File: config.mk
export PLATFORM = sky130hd
export DESIGN_NAME = mem_sync_ctl_flat
export DESIGN_NICKNAME = d
export VERILOG_FILES = /design/src/rtl/mem_sync_ctl_if.sv /design/src/rtl/mem_sync_ctl.sv /design/src/flat_wrapper.sv
export SDC_FILE = /design/constraint.sdc
export NUM_CORES = 2
export LEC_CHECK = 0
export ABC_AREA = 1
export BUFFER_PORTS_ARGS = -buffer_cell sky130_fd_sc_hd__buf_2
export CORE_AREA = 4 4 845 847
export CTS_CLUSTER_SIZE = 20
export DETAILED_ROUTE_END_ITERATION = 16
export DIE_AREA = 0 0 849 851
export PLACE_DENSITY = 0.38
export REMOVE_ABC_BUFFERS = 1
export SLEW_MARGIN = 20
export SYNTH_ARGS = -nofsm -noshare
export SYNTH_HDL_FRONTEND = slang
export SYNTH_SLANG_ARGS = --single-unit
File: constraint.sdc
create_clock -name clk -period 10.2 [get_ports clk]
set_clock_uncertainty 0.1 [all_clocks]
set_input_delay 0.51 -clock clk [delete_from_list [all_inputs] [get_ports clk]]
set_output_delay 0.51 -clock clk [all_outputs]
set_load 0.1 [all_outputs]
File: src/rtl/mem_sync_ctl_if.sv
// Request/acknowledge bus between a master model and mem_sync_ctl.
// Carries the request fields, the completion signals and a debug copy of the FSM state.
interface mem_sync_ctl_if #(
    parameter int AW = 8,
    parameter int DW = 16
);
    // Handshake: the master pulses req for one cycle with we/addr/wdata/be valid
    // alongside it. The request is taken only when busy is low. A req seen while
    // busy is high is dropped and reported by a one-cycle ovf pulse. Each accepted
    // request ends with exactly one ack pulse. For a read, rdata is valid during
    // that ack cycle and holds until the next read completes.
    logic            req;
    logic            we;
    logic [AW-1:0]   addr;
    logic [DW-1:0]   wdata;
    logic [DW/8-1:0] be;
    logic [DW-1:0]   rdata;
    logic            ack;
    logic            busy;
    logic            ovf;
    logic [1:0]      dbg_state;

    modport master (
        output req, we, addr, wdata, be,
        input  rdata, ack, busy, ovf, dbg_state
    );

    modport slave (
        input  req, we, addr, wdata, be,
        output rdata, ack, busy, ovf, dbg_state
    );
endinterface

File: src/rtl/mem_sync_ctl.sv
// Single-port byte-masked RAM behind a req/ack handshake.
// Read and write latencies are programmable in whole clock cycles.
module mem_sync_ctl #(
    parameter int AW     = 8,
    parameter int DW     = 16,
    parameter int WDELAY = 2,
    parameter int RDELAY = 3
) (
    input  logic          clk,
    input  logic          rst,
    mem_sync_ctl_if.slave bus
);
    localparam int NB   = DW / 8;
    localparam int MAXD = (WDELAY > RDELAY) ? WDELAY : RDELAY;
    localparam int CW   = $clog2(MAXD + 1);
    localparam logic [CW-1:0] WLOAD = CW'(WDELAY - 1);
    localparam logic [CW-1:0] RLOAD = CW'(RDELAY - 1);

    generate
        if ((DW % 8) != 0 || WDELAY < 1 || RDELAY < 1) begin : g_bad_params
            $fatal(1, "mem_sync_ctl: DW must be a multiple of 8 and both delays must be >= 1");
        end
    endgenerate

    typedef enum logic [1:0] {
        IDLE = 2'd0,
        WAIT = 2'd1,
        DONE = 2'd2
    } state_t;

    state_t          state;
    logic [CW-1:0]   cnt;
    logic [CW-1:0]   load_cnt;
    logic            cap_we;
    logic [AW-1:0]   cap_addr;
    logic [DW-1:0]   cap_wdata;
    logic [NB-1:0]   cap_be;
    logic [DW-1:0]   rdata_q;
    logic            ack_q;
    logic            busy_q;
    logic            ovf_q;
    logic [DW-1:0]   mem [0:(1<<AW)-1];

    always_comb begin
        load_cnt = bus.we ? WLOAD : RLOAD;
    end

    // Reads sample the array on the edge that enters DONE, so rdata is valid with ack.
    always_ff @(posedge clk) begin
        if (rst) begin
            state   <= IDLE;
            cnt     <= '0;
            rdata_q <= '0;
            ack_q   <= 1'b0;
            busy_q  <= 1'b0;
            ovf_q   <= 1'b0;
        end else begin
            ovf_q <= bus.req && busy_q;
            ack_q <= 1'b0;
            case (state)
                IDLE: begin
                    if (bus.req) begin
                        cap_we    <= bus.we;
                        cap_addr  <= bus.addr;
                        cap_wdata <= bus.wdata;
                        cap_be    <= bus.be;
                        cnt       <= load_cnt;
                        busy_q    <= 1'b1;
                        if (load_cnt == '0) begin
                            state <= DONE;
                            ack_q <= 1'b1;
                            if (!bus.we) begin
                                rdata_q <= mem[bus.addr];
                            end
                        end else begin
                            state <= WAIT;
                        end
                    end
                end
                WAIT: begin
                    cnt <= cnt - 1'b1;
                    if (cnt == CW'(1)) begin
                        state <= DONE;
                        ack_q <= 1'b1;
                        if (!cap_we) begin
                            rdata_q <= mem[cap_addr];
                        end
                    end
                end
                DONE: begin
                    state  <= IDLE;
                    busy_q <= 1'b0;
                end
                default: begin
                    state  <= IDLE;
                    busy_q <= 1'b0;
                end
            endcase
        end
    end

    // The write lands on the edge leaving DONE; a reset on that edge discards it.
    always_ff @(posedge clk) begin
        if (!rst && state == DONE && cap_we) begin
            for (int i = 0; i < NB; i++) begin
                if (cap_be[i]) begin
                    mem[cap_addr][8*i +: 8] <= cap_wdata[8*i +: 8];
                end
            end
        end
    end

    assign bus.rdata     = rdata_q;
    assign bus.ack       = ack_q;
    assign bus.busy      = busy_q;
    assign bus.ovf       = ovf_q;
    assign bus.dbg_state = state;
endmodule

File: src/flat_wrapper.sv
// flat-port wrapper written by rule: the top's interface ports become plain ports
module mem_sync_ctl_flat 
#(
    parameter int AW     = 8,
    parameter int DW     = 16,
    parameter int WDELAY = 2,
    parameter int RDELAY = 3
)
  (clk, rst, bus_req, bus_we, bus_addr, bus_wdata, bus_be, bus_rdata, bus_ack, bus_busy, bus_ovf, bus_dbg_state);
  mem_sync_ctl_if #(.AW(AW), .DW(DW)) bus_i ();
  input  logic clk;
  input  logic rst;
  input wire logic [$bits(bus_i.req)-1:0] bus_req;
  input wire logic [$bits(bus_i.we)-1:0] bus_we;
  input wire logic [$bits(bus_i.addr)-1:0] bus_addr;
  input wire logic [$bits(bus_i.wdata)-1:0] bus_wdata;
  input wire logic [$bits(bus_i.be)-1:0] bus_be;
  output wire logic [$bits(bus_i.rdata)-1:0] bus_rdata;
  output wire logic [$bits(bus_i.ack)-1:0] bus_ack;
  output wire logic [$bits(bus_i.busy)-1:0] bus_busy;
  output wire logic [$bits(bus_i.ovf)-1:0] bus_ovf;
  output wire logic [$bits(bus_i.dbg_state)-1:0] bus_dbg_state;
  assign bus_i.req = bus_req;
  assign bus_i.we = bus_we;
  assign bus_i.addr = bus_addr;
  assign bus_i.wdata = bus_wdata;
  assign bus_i.be = bus_be;
  assign bus_rdata = bus_i.rdata;
  assign bus_ack = bus_i.ack;
  assign bus_busy = bus_i.busy;
  assign bus_ovf = bus_i.ovf;
  assign bus_dbg_state = bus_i.dbg_state;
  mem_sync_ctl #(.AW(AW), .DW(DW), .WDELAY(WDELAY), .RDELAY(RDELAY)) u_core (.clk(clk), .rst(rst), .bus(bus_i));
endmodule
==> impl_metrics.yaml <==
critical_path:
  ff2ff_setup_slack_ns: 5.32
  start_kind: "flip-flop"
  cp.depth: 14
  r2r-end: "u_core.bus.rdata[11]"
  cp_max_fo: 143
  cp_num_buf_inv: 4
  path_cells: "inv_16 -> buf_4 -> buf_4 -> nand3_1 -> nand3_1 -> nand3_1 -> nand3_1 -> nand3_1 -> nand3_1 -> nand2_1 -> nand2_1 -> nand3_1 -> nand2_1 -> inv_1"
  cp_slowest_cell: "buf_4"
  critPathArrivalTime_ns: 5.71
  cp.required_ns: 11.03
  crit_family: "simple AND/OR/NAND/NOR gates"
  cpMostUsedCell: "nand3_1"
  path_class: "reg -> reg"
  endpoint: "u_core.bus.rdata[11]"
  crit_path_end_kind: "flip-flop"
  r2r_cells: 14
  critPathMaxStageDelay_ns: 0.73
finish:
  nets: 14276
  final_area_um2: 197000
  area_growth_pct: 16.1
  drive_gt1_share_pct: 9.94
  utilization_pct: 27.8
power_and_ir_drop:
  p_leak_nw: 66.3
  total_power_mw: 38.7
  vdd_drop_max_uv: 150
  powerDensity_nw_per_um2: 197
cts:
  postCtsSetupRepairBufs: 0
  numClockSinks: 4154
  path_clk_slew_ns: 0.06
  ctsHtreeMaxLevel: 5
  hold_buffers: 42
  insertion_delay_ns: 1.05
  cts_root_buf: "clkbuf_16"
  cts_resized: 0
  cts_tree: "built"
  cts_max_path_buffers: 4
  cts-buffers-inserted: 471
sta:
  slew_headroom_pct: 19.6
  min_period_ns: 4.88
  drv_slew: 0
  tns_ns: 0
  finalCritPeriodShare_pct: 47.8
  rsz0062_at_grt: "no"
  worst_pin_slew_ns: 1.21
  max_freq_mhz: 205
  final-hold-violation-count: 0
  setup_viol: 0
synthesis:
  synthesis.area_um2: 169000
  syn_inst: 14115
  synth_cell_types: 23
  ys_seq_elements: 4154
  seq_area_frac_synth_pct: 73.5
  yosys_warnings: 0
  syn_avg_cell_area_um2: 12.0
grt:
  grt_pass1_wl_um: 850000
  antenna_found_initial: 54
  overflow: 0
  grt_pass1_vias: 108404
  grtUsageTotal_pct: 15.9
  grt_max_degree: 160
worst_hold_path:
  hold_class: "in -> reg"
run_status:
  status: "finished clean"
placed_design:
  postPlaceCellArea_um2: 182000
  dp_hpwl_um: 328000
  portBuffers: 50
  place.gp.congestion: 0.744
detailed_routing:
  postRouteAntennaNets: 0
  routed_wl_um: 600000
  firstDrtPassIters: 7
  drtIter0Drc: 10470
  vias: 111185
  drc_errors: 0
  routedWlPerCell_um: 25.0
  via_per_inst: 4.64
job:
  maxCapViolations: 0
floorplanning:
  rows: 309
  io-pin-count: 51
  die_w_um: 849
  start_util_pct: 24.0
  coreArea_um2: 706000
  dieArea_um2: 722000
  chipHeight_um: 851
layout by cell type (no fill, tap or decap), types with 2 or more instances in the layout:
| cell type | synthesis | routed |
|---|---|---|
| inv_8 | 0 | 4 |
| clkinv_16 | 0 | 5 |
| nor2_1 | 48 | 47 |
| buf_4 | 173 | 580 |
| bufinv_16 | 0 | 18 |
| clkinv_1 | 0 | 131 |
| a21oi_1 | 2 | 2 |
| inv_1 | 40 | 37 |
| dlygate4sd3_1 | 0 | 42 |
| nor3_2 | 0 | 128 |
| nand2_1 | 4228 | 4194 |
| dfxtp_2 | 0 | 2 |
| clkbuf_1 | 208 | 132 |
| nor3_1 | 516 | 388 |
| inv_6 | 0 | 10 |
| clkbuf_16 | 0 | 477 |
| buf_12 | 2 | 45 |
| nand2_2 | 0 | 16 |
| inv_16 | 0 | 6 |
| dfxtp_1 | 31 | 23 |
| edfxtp_1 | 4123 | 4123 |
| dfxtp_4 | 0 | 6 |
| clkinv_2 | 0 | 63 |
| diode_2 | 0 | 7 |
| o21ai_0 | 9 | 9 |
| clkbuf_8 | 0 | 10 |
| buf_2 | 466 | 50 |
| clkinv_8 | 0 | 8 |
| nand2_4 | 0 | 18 |
| nand3_1 | 4048 | 4048 |
synth_stat cells:
library cell     n  area [µm²]
nand2_1       4228       15900
buf_12           2        40.0
inv_1           40         150
nor3_1         516        2580
nand3_1       4048       20300
buf_4          173        1300
dfxtp_1         31         621
inv_2            2        7.51
buf_8            2        30.0
edfxtp_1      4123      124000
o21ai_0          9        45.0
nor4_1           1        6.26
a31oi_1          1        6.26
nor2_1          48         180
buf_1          156         586
clkbuf_1       208         781
buf_2          466        2330
ha_1             1        12.5
inv_4            2        12.5
a211oi_1         1        7.51
a21oi_1          2        10.0
buf_6           54         608
a31o_2           1        8.76
area by class of cell:
| cell class | instances | area (µm²) |
|---|---|---|
| fillers | 72493 | 510000 |
| flip-flops and latches | 4154 | 124000 |
| multi-input cells | 8856 | 39800 |
| clock buffers | 619 | 12600 |
| well taps | 9330 | 11700 |
| repair buffers | 718 | 5940 |
| clock inverters | 242 | 1830 |
| inverters | 44 | 220 |
| diodes | 7 | 17.5 |
kinds of logic (layout without fill, tap and decap cells):
family	Yosys count	count (layout)	share of synthesized area, %
compound gates	14	14	0.0458
fa+ha+maj	1	1	0.00739
simple gates	8841	8841	23.0
flops	4154	4154	73.5
other cells	0	7	0
buf+inv	1105	1623	3.45
metrics by stage:
step	std cells	hold slack, ns	worst slack, ns
6_report	23970	0.139	5.32
5_1_grt	23964	0.0796	5.16
4_1_cts	23963	0.000818	5.34
3_5_place_dp	23060	0.360	5.39
3_3_place_gp	23052	0.359	5.27
2_1_floorplan	13054	0.386	-128.22
sequential cells by signal (all words and copies together), names as in the netlist, named ones only:
name	cells
u_core.bus.ovf	1
u_core.cap_we	1
u_core.cap_be	2
u_core.bus.busy	1
u_core.cap_wdata	16
u_core.mem	4096
u_core.bus.ack	1
u_core.bus.dbg_state	2
u_core.bus.rdata	16
u_core.cap_addr	8
u_core.cnt	2
where the power goes:
| part | total [mW] | internal, mW | switching (mW) |
|---|---|---|---|
| combinational | 3.73 | 0.828 | 2.91 |
| sequential | 18.8 | 18.8 | 0.0598 |
| clock | 16.2 | 9.07 | 7.11 |
per-layer routing:
layer / global-route usage (%) / up-vias / part of all wire (%)
met1: 23.4 / 56626 / 47
met3: 1.97 / 621 / 5.2
met5: 0 / - / 0.0035
met2: 25.4 / 2989 / 46
li1: - / 50945 / -
met4: 2.95 / 4 / 1.9
worst reg2reg max path, stage by stage, from the launching register on:
cell and delay, ns:
dfxtp_4 0.46, inv_16 0.54, buf_4 0.83, buf_4 0.78
nand3_1 0.31, nand3_1 0.16, nand3_1 0.10, nand3_1 0.12
nand3_1 0.46, nand3_1 0.30, nand2_1 0.12, nand2_1 0.24
nand3_1 0.11, nand2_1 0.10, inv_1 0.04
how the worst min path moves through the flow:
stage,startpoint,to,depth (start not counted)
2_1_floorplan,u_core.cnt[0],u_core.cnt[0],2
3_3_place_gp,u_core.bus.busy,u_core.bus.ovf,2
3_5_place_dp,u_core.bus.busy,u_core.bus.ovf,2
4_1_cts,bus_wdata[1],u_core.cap_wdata[1],2
5_1_grt,bus_wdata[1],u_core.cap_wdata[1],2
6_report,bus_wdata[0],u_core.cap_wdata[0],2
(Power assumes the default switching activity.)
